$ cat config.mk
export PLATFORM = sky130hd
export DESIGN_NAME = jtag_to_hps_bridge_b2p_adapter
export DESIGN_NICKNAME = d
export VERILOG_FILES = /design/src/rtl/jtag_to_hps_bridge_pkg.sv /design/src/rtl/jtag_to_hps_bridge_skid_fifo.sv /design/src/rtl/jtag_to_hps_bridge_b2p_adapter.sv
export SDC_FILE = /design/constraint.sdc
export NUM_CORES = 1
export LEC_CHECK = 0
export ABC_AREA = 1
export CAP_MARGIN = 0
export CORE_AREA = 4 4 95 75
export CTS_CLUSTER_DIAMETER = 30
export DETAILED_ROUTE_END_ITERATION = 8
export DIE_AREA = 0 0 99 79
export HOLD_SLACK_MARGIN = 0.15
export PLACE_DENSITY = 0.82
export SLEW_MARGIN = 25
export SYNTH_ARGS = -nofsm -noshare
export SYNTH_HDL_FRONTEND = slang
export SYNTH_SLANG_ARGS = --single-unit
$ cat constraint.sdc
create_clock -name clk -period 4.5 [get_ports clk]
set_input_delay 1.125 -clock clk [delete_from_list [all_inputs] [get_ports clk]]
set_output_delay 1.125 -clock clk [all_outputs]
set_load 0.005 [all_outputs]
$ cat src/rtl/jtag_to_hps_bridge_pkg.sv
// Shared types and constants for the JTAG-to-HPS bridge byte-to-packet adapter.
package jtag_to_hps_bridge_pkg;

  localparam int unsigned FifoDepth = 2;

  typedef enum logic [0:0] {
    StIdle,
    StInPkt
  } frame_state_e;

  typedef struct packed {
    logic [7:0] data;
    logic       sop;
    logic       eop;
  } beat_t;

endpackage

$ cat src/rtl/jtag_to_hps_bridge_skid_fifo.sv
// Two-entry FIFO; push_ready_o and pop_valid_o come only from registers.
module jtag_to_hps_bridge_skid_fifo
  import jtag_to_hps_bridge_pkg::*;
#(
  parameter int unsigned Width = 10
) (
  input  logic             clk_i,
  input  logic             rst_ni,
  input  logic             push_i,
  input  logic [Width-1:0] push_data_i,
  output logic             push_ready_o,
  input  logic             pop_i,
  output logic [Width-1:0] pop_data_o,
  output logic             pop_valid_o
);

  logic [Width-1:0] mem_q [FifoDepth];
  logic             wr_ptr_q, rd_ptr_q;
  logic [1:0]       count_q, count_d;
  // Holds ready low until the first clock edge after reset release.
  logic             live_q;
  logic             do_push, do_pop;

  assign pop_valid_o  = (count_q != 2'd0);
  assign push_ready_o = live_q && (count_q < 2'(FifoDepth));
  assign pop_data_o   = mem_q[rd_ptr_q];

  assign do_push = push_i && push_ready_o;
  assign do_pop  = pop_i && pop_valid_o;

  always_comb begin
    count_d = count_q;
    if (do_push && !do_pop) begin
      count_d = count_q + 2'd1;
    end else if (!do_push && do_pop) begin
      count_d = count_q - 2'd1;
    end
  end

  always_ff @(posedge clk_i or negedge rst_ni) begin
    if (!rst_ni) begin
      mem_q    <= '{default: '0};
      wr_ptr_q <= 1'b0;
      rd_ptr_q <= 1'b0;
      count_q  <= 2'd0;
      live_q   <= 1'b0;
    end else begin
      live_q  <= 1'b1;
      count_q <= count_d;
      if (do_push) begin
        mem_q[wr_ptr_q] <= push_data_i;
        wr_ptr_q        <= ~wr_ptr_q;
      end
      if (do_pop) begin
        rd_ptr_q <= ~rd_ptr_q;
      end
    end
  end

endmodule

$ cat src/rtl/jtag_to_hps_bridge_b2p_adapter.sv
// Channel filter and framing repair in front of a 2-entry FIFO, with saturating
// drop and framing-error counters.
module jtag_to_hps_bridge_b2p_adapter
  import jtag_to_hps_bridge_pkg::*;
#(
  parameter int unsigned ACCEPT_CHANNEL = 0,
  parameter int unsigned CNT_W          = 16
) (
  input  logic             clk,
  input  logic             reset_n,
  input  logic             in_valid,
  output logic             in_ready,
  input  logic [7:0]       in_data,
  input  logic [7:0]       in_channel,
  input  logic             in_startofpacket,
  input  logic             in_endofpacket,
  output logic             out_valid,
  input  logic             out_ready,
  output logic [7:0]       out_data,
  output logic             out_startofpacket,
  output logic             out_endofpacket,
  output logic [CNT_W-1:0] drop_count,
  output logic [CNT_W-1:0] frame_err_count
);

  localparam logic [7:0] AcceptCh = 8'(ACCEPT_CHANNEL);

  frame_state_e     state_q, state_d;
  logic [CNT_W-1:0] drop_q, drop_d, ferr_q, ferr_d;
  logic             accept, match, wr_en, ferr_inc;
  beat_t            push_beat, head_beat;

  assign accept = in_valid && in_ready;
  assign match  = (in_channel == AcceptCh);

  always_comb begin
    state_d  = state_q;
    wr_en    = 1'b0;
    ferr_inc = 1'b0;
    if (accept && match) begin
      unique case (state_q)
        StIdle: begin
          if (in_startofpacket) begin
            wr_en   = 1'b1;
            state_d = in_endofpacket ? StIdle : StInPkt;
          end else begin
            ferr_inc = 1'b1;
          end
        end
        StInPkt: begin
          // A stray sop inside a packet is forwarded but counted as a repair.
          wr_en    = 1'b1;
          ferr_inc = in_startofpacket;
          state_d  = in_endofpacket ? StIdle : StInPkt;
        end
        default: state_d = StIdle;
      endcase
    end
  end

  always_comb begin
    drop_d = drop_q;
    ferr_d = ferr_q;
    if (accept && !match && (drop_q != '1)) begin
      drop_d = drop_q + 1'b1;
    end
    if (ferr_inc && (ferr_q != '1)) begin
      ferr_d = ferr_q + 1'b1;
    end
  end

  always_ff @(posedge clk or negedge reset_n) begin
    if (!reset_n) begin
      state_q <= StIdle;
      drop_q  <= '0;
      ferr_q  <= '0;
    end else begin
      state_q <= state_d;
      drop_q  <= drop_d;
      ferr_q  <= ferr_d;
    end
  end

  assign push_beat = '{data: in_data, sop: in_startofpacket, eop: in_endofpacket};

  jtag_to_hps_bridge_skid_fifo #(
    .Width($bits(beat_t))
  ) u_fifo (
    .clk_i       (clk),
    .rst_ni      (reset_n),
    .push_i      (wr_en),
    .push_data_i (push_beat),
    .push_ready_o(in_ready),
    .pop_i       (out_ready),
    .pop_data_o  (head_beat),
    .pop_valid_o (out_valid)
  );

  assign out_data          = head_beat.data;
  assign out_startofpacket = head_beat.sop;
  assign out_endofpacket   = head_beat.eop;
  assign drop_count        = drop_q;
  assign frame_err_count   = ferr_q;

endmodule

==> impl_metrics.ini <==
[cells_and_area]
final_core_util_pct = 68.20
area_delta_synth_final_pct = 28.94
antenna_cells = 0
fin_nets = 542
drive_gt1_share_pct = 6.526

[routing]
top_layer_used = met4
drc = 0
via_count = 3077
postRouteAntennaNets = 0
post_drt_wl_per_cell_um = 13.21
dr.pass1.iters = 5
routed_via_density = 5.111
wirelength_um = 7950
dr.first_iter.drc_count = 151
wl_met3_um = 571
wirelength_met1_um = 3640
met2_wirelength_um = 3646

[synth]
synth.area.top_cells = dfrtp_1 (45%), nand2_1 (22%), o21ai_0 (5.5%), nor2_1 (4.5%), inv_1 (4.4%)
avgSynthCellArea_sq_um = 7.243
ys_seq_area_share_pct = 44.53
synth_top_area_cell = dfrtp_1
synth.top_cell.area_share_pct = 44.53
yosys_warnings = 0
synth_cell_types = 27
syn_nets = 476
ys_ff_latch = 58
synth_edf_count = 0
async_flop_share_pct = 100.0
syn_area_sq_mm = 0.003259
ys.flop_type = dfrtp_1
syn_inst = 450

[power_and_ir_drop]
seqPwrFrac_pct = 42.6
cellPowerDensity_mw_per_mm2 = 340.2
p_leak_nw = 2.041
vdd_ir_drop_max_mv = 0.2066
p_comb_share_pct = 15.2
switchingPower_mw = 0.3772
clockPowerShare_pct = 42.1
power.internal_mw = 1.053
p_sw_share_pct = 26.38
power.total_mw = 1.430

[clock_network]
cts_buffers = 9
htree_levels = 3
cts_tree = done
clock_path_buffers = 2
path_clk_slew_ps = 70
post-cts-setup-buffers = 0
hold_buffers = 0
clk_latency_ps = 340
clkSinkCount = 58
ctsResizeCount = 0
clockRootBuffer = clkbuf_8

[timing]
max_freq_mhz = 328.1
hold_violations = 0
hold_ws_ps = 484.0
setup_viol_count_final = 0
period_share_pct = 67.73
rsz0062_at_grt = no
maxSlewViolCount = 0
finalSetupTns_ps = 0
fin_crit_ps = 3048
max_slew_margin_pct = 49.71
finClkSkew_ps = 6.646
worst_pin_slew_ps = 752.1

[setup_path]
cp_max_fo = 11
timing.rr.end = drop_count[9]$_DFFE_PN0P_
cp_data_required_time_ps = 3380
r2r_cells = 8
end_kind = output port
startpoint_type = register
worstSetupPathType = reg -> out
ff2ff_setup_slack_ps = 2530
arrival_ps = 1920
reg2reg_from = drop_count[0]$_DFFE_PN0P_

[floorplanning]
rows = 25
die_area_sq_mm = 0.007821
die_h_um = 79
core_sq_mm = 0.006162
die_w_um = 99
ios = 66
start_util_pct = 52.89

[grt]
grt_overflow = 0
grt_pass1_wl_um = 13770
grt_max_degree = 33
grtUsageTotal_pct = 22.00
first_global_vias = 2958
antenna_found_initial = 0

[hold_path]
min_to = u_fifo.mem_q[18]$_DFFE_PN0P_
hp-class = reg -> reg
worstHoldPathCells = 2
holdCritStartpoint = u_fifo.mem_q[18]$_DFFE_PN0P_

[placed_design]
io_buffers = 65
dpl.hpwl_um = 5639
gp_congestion = 0.8956

[status]
status = completed

[run]
maxCapViolations = 0
-- power by group through the flow --
stage	registers (mW)	clock network [mW]	logic [mW]
global placement	0.615	0	0.212
finish	0.610	0.602	0.218
global route	0.617	0.640	0.241
floorplan	0.598	0	0.125
CTS	0.609	0.611	0.220
detailed placement	0.619	0	0.218
-- flip-flops by register name (all words and copies together), names as in the netlist --
| register | count |
|---|---|
| u_fifo.wr_ptr_q | 1 |
| state_q | 1 |
| frame_err_count | 16 |
| u_fifo.live_q | 1 |
| u_fifo.count_q | 2 |
| u_fifo.rd_ptr_q | 1 |
| drop_count | 16 |
| u_fifo.mem_q | 20 |
-- cell type report --
| type | instances | area, sq um |
|---|---|---|
| inverters | 41 | 153.9 |
| clock buffers | 11 | 151.4 |
| well taps | 81 | 101.3 |
| fillers | 514 | 1959 |
| flip-flops and latches | 58 | 1451 |
| multi-input cells | 340 | 1592 |
| clock inverters | 5 | 100.1 |
| repair buffers | 66 | 653.1 |
-- through the flow --
step | instance area [sq um] | worst slack (ps) | cells
after floorplan | 3259 | 2081 | 450
after global placement | 3951 | 1485 | 586
after detailed placement | 3951 | 1337 | 586
after CTS | 4203 | 1449 | 602
after global routing | 4203 | 1327 | 602
final | 4203 | 1452 | 602
-- worst max path at each step --
stage,slack [ps],endpoint,start
2_1_floorplan,2080,u_fifo.count_q[1]$_DFFE_PN0P_,in_channel[0]
3_3_place_gp,1480,u_fifo.mem_q[13]$_DFFE_PN0P_,in_startofpacket
3_5_place_dp,1340,u_fifo.mem_q[17]$_DFFE_PN0P_,in_startofpacket
4_1_cts,1450,out_data[3],u_fifo.rd_ptr_q$_DFFE_PN0P_
5_1_grt,1330,out_endofpacket,u_fifo.rd_ptr_q$_DFFE_PN0P_
6_report,1450,out_endofpacket,u_fifo.rd_ptr_q$_DFFE_PN0P_
-- cells in the mapped netlist, types with 4 or more instances --
cell,count
clkbuf_1,6
ha_1,4
inv_1,38
dfrtp_1,58
o21ai_1,7
nand3_1,14
nor2_1,39
o21ai_0,36
xor2_1,8
nand2_1,195
nand4_1,11
xnor2_1,9
-- cell usage in the layout, fill, tap and decap left out, drive strengths merged, types with 4 or more instances in the layout --
master / Yosys / layout
dfrtp: 58 / 58
xnor2: 9 / 9
clkbuf: 6 / 11
o21ai: 44 / 44
nand3: 18 / 18
nand4: 11 / 11
xor2: 8 / 8
ha: 4 / 4
nor2: 45 / 45
nand2: 198 / 198
inv: 40 / 40
clkdlybuf4s50: 0 / 64
-- per-layer routing --
| metal | track usage, % | up-vias |
|---|---|---|
| li1 | - | 1540 |
| met1 | 28.91 | 1438 |
| met2 | 34.18 | 91 |
| met3 | 7.814 | 8 |
| met4 | 6.821 | 0 |
| met5 | 0 | - |
-- logic make-up (layout without fill, tap and decap cells) --
kind of cell             Yosys count  after routing  share of synthesized area, %
AO/OA/AOI/OAI                     46             46                         7.178
XOR/XNOR                          17             17                         4.568
adder cells (fa/ha/maj)            4              4                         1.536
buffers and inverters             52            123                         6.641
flip-flops                        58             58                         44.53
other                              1              1                        0.1151
AND/OR/NAND/NOR                  272            272                         35.43
-- critical path: stages (launching register included) --
cell and delay (ps):
dfrtp_1 520, inv_1 370, nand2_1 90, nand2_1 90, clkdlybuf4s50_1 510
No activity file was read; power rests on OpenSTA's default activity.
